`src/rtl/shift_right_seq.sv`:
```
// Multi-cycle logarithmic right shifter (logical/arithmetic) with valid/ready on both sides.
// One shifter stage per clock; the result is held in R until the consumer accepts it.
module shift_right_seq #(
    parameter int WIDTH = 32
) (
    input  logic             clk,
    input  logic             rst_n,
    input  logic             in_valid,
    output logic             in_ready,
    input  logic [WIDTH-1:0] A,
    input  logic [WIDTH-1:0] B,
    input  logic             arith,
    output logic             out_valid,
    input  logic             out_ready,
    output logic [WIDTH-1:0] R
);

    localparam int SHW = $clog2(WIDTH);
    localparam logic [SHW-1:0] LAST_STAGE = SHW'(SHW - 1);

    typedef enum logic [1:0] {
        IDLE = 2'd0,
        BUSY = 2'd1,
        DONE = 2'd2
    } state_t;

    state_t           state_q, state_d;
    logic [WIDTH-1:0] data_q, data_d;
    logic [WIDTH-1:0] r_q, r_d;
    logic [SHW-1:0]   shamt_q, shamt_d;
    logic [SHW-1:0]   cnt_q, cnt_d;
    logic             fill_q, fill_d;
    logic             out_valid_q, out_valid_d;

    logic [WIDTH-1:0] stage_s;
    logic             oor_s;
    logic             fill_in_s;

    // One logarithmic stage: shift right by 2^idx, filling vacated bits with f.
    function automatic logic [WIDTH-1:0] shift_stage(input logic [WIDTH-1:0] d,
                                                     input logic             f,
                                                     input logic [SHW-1:0]   idx);
        logic [WIDTH-1:0] fmask;
        fmask = ~({WIDTH{1'b1}} >> (WIDTH'(1) << idx));
        return (d >> (WIDTH'(1) << idx)) | (f ? fmask : {WIDTH{1'b0}});
    endfunction

    assign stage_s   = shamt_q[cnt_q] ? shift_stage(data_q, fill_q, cnt_q) : data_q;
    assign oor_s     = |B[WIDTH-1:SHW];
    assign fill_in_s = arith & A[WIDTH-1];

    // Next-state and datapath update for the IDLE/BUSY/DONE sequence.
    always_comb begin
        state_d     = state_q;
        data_d      = data_q;
        r_d         = r_q;
        shamt_d     = shamt_q;
        cnt_d       = cnt_q;
        fill_d      = fill_q;
        out_valid_d = out_valid_q;
        case (state_q)
            IDLE: begin
                if (in_valid) begin
                    fill_d  = fill_in_s;
                    cnt_d   = {SHW{1'b0}};
                    state_d = BUSY;
                    // Out-of-range amounts collapse to an all-fill word shifted by zero.
                    if (oor_s) begin
                        data_d  = {WIDTH{fill_in_s}};
                        shamt_d = {SHW{1'b0}};
                    end else begin
                        data_d  = A;
                        shamt_d = B[SHW-1:0];
                    end
                end else begin
                    state_d = IDLE;
                end
            end
            BUSY: begin
                data_d = stage_s;
                cnt_d  = cnt_q + 1'b1;
                if (cnt_q == LAST_STAGE) begin
                    r_d         = stage_s;
                    out_valid_d = 1'b1;
                    state_d     = DONE;
                end else begin
                    state_d = BUSY;
                end
            end
            DONE: begin
                if (out_ready) begin
                    out_valid_d = 1'b0;
                    state_d     = IDLE;
                end else begin
                    state_d = DONE;
                end
            end
            default: begin
                out_valid_d = 1'b0;
                state_d     = IDLE;
            end
        endcase
    end

    // State and datapath registers.
    always_ff @(posedge clk or negedge rst_n) begin
        if (!rst_n) begin
            state_q     <= IDLE;
            data_q      <= {WIDTH{1'b0}};
            r_q         <= {WIDTH{1'b0}};
            shamt_q     <= {SHW{1'b0}};
            cnt_q       <= {SHW{1'b0}};
            fill_q      <= 1'b0;
            out_valid_q <= 1'b0;
        end else begin
            state_q     <= state_d;
            data_q      <= data_d;
            r_q         <= r_d;
            shamt_q     <= shamt_d;
            cnt_q       <= cnt_d;
            fill_q      <= fill_d;
            out_valid_q <= out_valid_d;
        end
    end

    assign in_ready  = (state_q == IDLE);
    assign out_valid = out_valid_q;
    assign R         = r_q;

endmodule

```
`config.mk`:
```
export PLATFORM = sky130hd
export DESIGN_NAME = shift_right_seq
export DESIGN_NICKNAME = d
export VERILOG_FILES = /design/src/rtl/shift_right_seq.sv
export SDC_FILE = /design/constraint.sdc
export NUM_CORES = 1
export LEC_CHECK = 0
export ABC_AREA = 1
export CAP_MARGIN = 20
export CORE_ASPECT_RATIO = 1.5
export CORE_MARGIN = 2
export CORE_UTILIZATION = 36
export CTS_CLUSTER_SIZE = 14
export DETAILED_ROUTE_END_ITERATION = 10
export SLEW_MARGIN = 20
export SYNTH_ARGS = -nofsm -noshare
export SYNTH_HDL_FRONTEND = slang
export SYNTH_SLANG_ARGS = --single-unit
```
`constraint.sdc`:
```
create_clock -name clk -period 2.75 [get_ports clk]
set_input_delay 0.4125 -clock clk [delete_from_list [all_inputs] [get_ports clk]]
set_output_delay 0.4125 -clock clk [all_outputs]
set_load 0.02 [all_outputs]
```
=== Word-level counts from Yosys, hierarchy flattened ===
Index checks and enable logic that the tools add are counted.

* Flip-flop bits (word level): 78
* Bits of input ports: 69
* Logic and storage cells: 46

* Reductions and logical operators: 7
* Magnitude comparators: 1
* Eq/ne operators: 6
* Shifts and indexed selects: 3
* Bitwise logic cells: 4
* Multiplexer cells: 17
* $add $sub $neg: 1

{| class="wikitable"
|+ Operators with widths
! kind !! count
|-
| $mux 32 || 4
|-
| $pmux 32 s2 || 1
|-
| $not 32->32 || 1
|-
| $or 32x32->32 || 1
|-
| $shl 1x5->32 const A || 1
|-
| $shr 32x32->32 || 1
|-
| $shr 32x32->32 const A || 1
|-
| $reduce_or 27->1 || 1
|-
| $mux 5 || 2
|-
| $pmux 5 s2 || 1
|-
| $ne 2x2->1 const B || 3
|-
| $pmux 2 s3 || 1
|-
| $reduce_and 2->1 || 3
|-
| $add 5x1->5 const B || 1
|-
| $eq 5x3->1 const B || 1
|-
| $lt 5x4->1 const B || 1
|-
| $mux 1 || 4
|-
| $mux 2 || 2
|-
| $bmux 1 s3 || 1
|-
| $pmux 1 s3 || 1
|-
| $reduce_and 3->1 || 1
|-
| $eq 2x1->1 const B || 1
|-
| $eq 2x2->1 const B || 1
|-
| $logic_not 2->1 || 1
|-
| other kinds (3) || 3
|}

=== Longest topological paths before layout ===
* Depth in word-level cells: 7
* Mapped depth: 20
* Mapped depth without buffers: 19

=== Least setup slack after synthesis ===
Ideal clock, no wire load.

* Path kind: reg2reg
* From: reg cnt_q[0]
* To: reg data_q[21]
* Data required time: 2.634 ns
* Path buffers: 1
* Path slack: 0.536 ns
* Period minus slack after synthesis: 2.214 ns
* Arrival time: 2.098 ns
* Stages on the path, launching flop included: 18
* Setup time: 0.116 ns
* Path through: dfrtp_1 -> ha_1 -> ha_1 -> nor2_1 -> nand2_1 -> nand2_1 -> nand2_1 -> buf_4 -> nor2_1 -> nor2_1 -> inv_1 -> nand2_1 -> a21oi_1 -> nand3_1 -> o21ai_1 -> nand2_1 -> nand2_1 -> nand2_1

* Cells in the longest elaborated chain, start to end: 7
* Elaborated cells on any way between the ends: 10
* Those cells by class: shift (3); mux (5); bitwise (2)

{| class="wikitable"
|+ RTL lines
! element !! RTL line !! source
|-
| from (decl) || 31 || <nowiki>logic [SHW-1:0] cnt_q, cnt_d;</nowiki>
|-
| from (signal assigned) || 112 || <nowiki>cnt_q <= {SHW{1'b0}};</nowiki>
|-
| from (signal assigned) || 120 || <nowiki>cnt_q <= cnt_d;</nowiki>
|-
| $shl 1x5->32 || 44, 45 ||
|-
| $shr 32x32->32 || 44 || <nowiki>fmask = ~({WIDTH{1'b1}} >> (WIDTH'(1) << idx));</nowiki>
|-
| $not 32->32 || 44 ||
|-
| $mux 32 || 45 || <nowiki>return (d >> (WIDTH'(1) << idx)) | (f ? fmask : {WIDTH{1'b0}});</nowiki>
|-
| $or 32x32->32 || 45 ||
|-
| $mux 32 * || 48 || <nowiki>assign stage_s = shamt_q[cnt_q] ? shift_stage(data_q, fill_q, cnt_q) : data_q;</nowiki>
|-
| $pmux 32 s2 * || 61 || <nowiki>case (state_q)</nowiki>
|-
| to (signal assigned) || 109 || <nowiki>data_q <= {WIDTH{1'b0}};</nowiki>
|-
| to (signal assigned) || 117 || <nowiki>data_q <= data_d;</nowiki>
|-
| to (decl) || 28 || <nowiki>logic [WIDTH-1:0] data_q, data_d;</nowiki>
|}

Mark *: on every way between the ends. The rest lies on a longest branch, timed or not. The select of a mux whose other input is x is not followed.
A chain may end at the register's enable or synchronous reset.

=== Worst setup path after layout ===
* From: reg cnt_q[1]
* To: reg data_q[11]

Same word-level chain as after synthesis.

==> run_results.csv <==
group,metric,value,unit
critical_path,end_kind,"register",
yosys,ys.flop_type,"dfrtp_1",
floorplan,die_width,111,um
clock_network,clk_pin_slew_worst_paths,0.07,ns
timing,hold_viol,0,
timing,fmax,381,MHz
global_routing,grt_overflow,0,
cells_and_area,finalInstanceArea,0.00796,mm^2
yosys,ys_ff_latch,78,
global_routing,grt_pass1_wl,38100,um
yosys,ys_warn_count,0,
pwr,power.leakage,3.85,nW
yosys,synth_top_area_cell,"dfrtp_1",
job,maxCapViolCount,0,
yosys,ys_seq_area_share,31.8,%
clock_network,hold_buffers,0,
drt,vias,7152,
drt,drt_iter0_drc,670,
critical_path,cp_max_fo,21,
drt,drt-met1-wl,10300,um
floorplan,ioPinCount,103,
critical_path,start_kind,"register",
critical_path,cp.arrival,2.87,ns
global_routing,first_global_vias,6859,
critical_path,cp-startpoint,"cnt_q[1]$_DFFE_PN0P_",
placed_design,gp_congestion,0.999,
cells_and_area,fillCellCount,1773,
yosys,synth_nets,1066,
drt,wl_met3,1240,um
drt,drt_first_pass_iters,5,
cells_and_area,antennaDiodeCount,0,
placed_design,hpwl,18500,um
yosys,synth.distinct_cells,35,
clock_network,htreeDepth,3,
floorplan,fp.dieArea,0.0181,mm^2
critical_path,reg2reg_from,"cnt_q[1]$_DFFE_PN0P_",
floorplan,die_h,164,um
critical_path,max_stage_delay,0.44,ns
clock_network,cts-root-buf,"clkbuf_16",
yosys,synth_edf_count,0,
clock_network,cts_made_buffers,9,
timing,worst_pin_slew,0.523,ns
pwr,peakVddDrop,0.687,mV
pwr,power,0.0121,W
global_routing,grt_max_degree,45,
drt,maxUsedRoutingLayer,"met4",
timing,setup_violations,0,
drt,postRouteAntennaNets,0,
critical_path,worst_ep_required_time,2.99,ns
placed_design,port_buffers,102,
drt,wirelength,24200,um
clock_network,cts_sinks,78,
floorplan,core_region_area,0.0167,mm^2
critical_path,r2r_cells,18,
yosys,postSynth.asyncResetShare,100,%
clock_network,cts_max_path_buffers,2,
cells_and_area,final_nets,1162,
pwr,power_density,1530,mW/mm^2
critical_path,reg2reg_slack,0.12,ns
timing,fin_crit_sh,95.5,%
placed_design,dpl_cell_area,0.00755,mm^2
timing,fin_skew,0.0109,ns
min_path,hold_class,"in -> async",
timing,slew_headroom,65.2,%
drt,drcViolationCount,0,
drt,met2WireLength,12000,um
floorplan,floorplan.initialDensity,36.7,%
timing,final_max_slew_viol_count,0,
yosys,synth_top_area_share,31.8,%
critical_path,reg2reg_to,"data_q[11]$_DFFE_PN0P_",
global_routing,antenna_found_initial,0,
run_status,run_status,"complete, no violations",
yosys,synth.avg_cell_area,6.18,um^2
critical_path,path_cells,"inv_1, ha_1, nor2_1, nand2_1, nand2_2, buf_12, nand3_1, nand2_1, nand3_1, nand3_1, nand3_1, nand3_1, nand2_1, nand2_1, nand2_1, nand2_1, nand2_1, nand2_1",
timing,fin_crit,2.63,ns
cells_and_area,fin_util,47.7,%
timing,worst_hold_slack,0.0337,ns
critical_path,criticalPathCategory,"reg -> reg",
yosys,syn_area,0.00613,mm^2
critical_path,cp_slowest_cell,"dfrtp_2",
critical_path,endpoint,"data_q[11]$_DFFE_PN0P_",
floorplan,placementRows,58,
cells_and_area,drive_gt1_share,10.9,%
drt,viasPerCell,5.49,
cells_and_area,area_delta_synth_final,29.9,%
yosys,synthTopCellsByArea,"dfrtp_1 32%, nand2_1 20%, nand3_1 18%",
critical_path,cpMostUsedCell,"nand2_1",
clock_network,cts_tree,"yes",
yosys,syn_inst,991,
drt,wl_per_cell,18.6,um
global_routing,grt_usage,26.7,%
timing,tns,0,ns
clock_network,clk_latency,0.35,ns
[how the worst min path moves through the flow]
stage / start / end / cells past startpoint
6_report: rst_n / R[30]$_DFFE_PN0P_ / 1
5_1_grt: rst_n / R[30]$_DFFE_PN0P_ / 1
4_1_cts: rst_n / R[30]$_DFFE_PN0P_ / 1
3_5_place_dp: rst_n / R[30]$_DFFE_PN0P_ / 1
3_3_place_gp: rst_n / R[30]$_DFFE_PN0P_ / 1
2_1_floorplan: rst_n / R[0]$_DFFE_PN0P_ / 0
[worst max-delay path: cells and delay by family, from the launching register on]
kind | cells | cell delay (ns)
adder cells (fa/ha/maj) | 1 | 0.27
buffers and inverters | 2 | 0.31
flip-flops | 1 | 0.44
AND/OR/NAND/NOR | 15 | 1.50
[layout by cell type (no fill, tap or decap), types with 12 or more instances in the layout]
master and n:
nand3_1 213, buf_4 36, dfrtp_1 77, nor2_2 12
o21ai_0 55, nand2_1 329, a21oi_1 42, o21ai_1 33
clkdlybuf4s50_1 101, nor2_1 28, or2_2 13, inv_1 56
[routing by layer]
layer | global-route usage (%) | vias up
met5 | 0 | -
met4 | 9.32 | 0
met3 | 2.80 | 41
met2 | 45.7 | 263
met1 | 35.3 | 3367
li1 | - | 3481
[area by class of cell]
| type | count | area (um^2) | share of cell area [%] |
|---|---|---|---|
| clock buffer | 9 | 225 | 2.83 |
| sequential | 78 | 1950 | 24.5 |
| multi-input combinational | 785 | 3730 | 46.9 |
| clock inverter | 7 | 80.1 | 1.01 |
| tap | 210 | 263 | 3.30 |
| timing repair buffer | 146 | 1450 | 18.2 |
| inverter | 67 | 251 | 3.16 |
[flip-flops by register name, indices dropped and copies added (netlist names)]
| name | flops |
|---|---|
| R | 32 |
| cnt_q | 5 |
| data_q | 32 |
| fill_q | 1 |
| out_valid | 1 |
| shamt_q | 5 |
| state_q | 2 |
[Yosys cell counts (2+ instances only)]
cell and instances:
nand2_1 334, nand3_1 215, dfrtp_1 78, o21ai_0 58
inv_1 56, a21oi_1 42, clkbuf_1 40, nor2_1 36
o21ai_1 32, buf_2 14, or2_2 13, inv_2 9
nor4_1 7, o211ai_1 7, ha_1 6, buf_4 5
nand4_1 5, nor2_2 4, a21oi_2 3, nor2_4 3
o21a_1 3, a31oi_1 2, buf_1 2, clkinv_1 2
nand3_2 2, nor3_1 2, nor3_4 2, o221ai_1 2
[logic make-up after synthesis]
group / synth area share [%]
fa+ha+maj: 1.22
compound gates: 13.5
flops: 31.8
buf+inv: 8.43
simple gates: 45.0
[where the power goes]
group          leakage (nW)  switching, W  internal (W)  total [W]
registers             0.985      0.000518       0.00166    0.00218
clock network         0.149      0.000548      0.000718    0.00127
logic                  2.71       0.00566       0.00305    0.00871
total                  3.85       0.00672       0.00543     0.0121
[metrics by stage]
stage,worst slack [ns],instances
finish,0.125,1302
global route,-0.0455,1302
CTS,0.0349,1300
detailed placement,0.0406,1284
global placement,0.0666,1284
floorplan,0.536,991
[timing repair]
action                     CTS  global route
resized for setup            0            27
setup endpoints to repair    0            57
buffers inserted             0             2
Power figures use the tool's default switching activity.
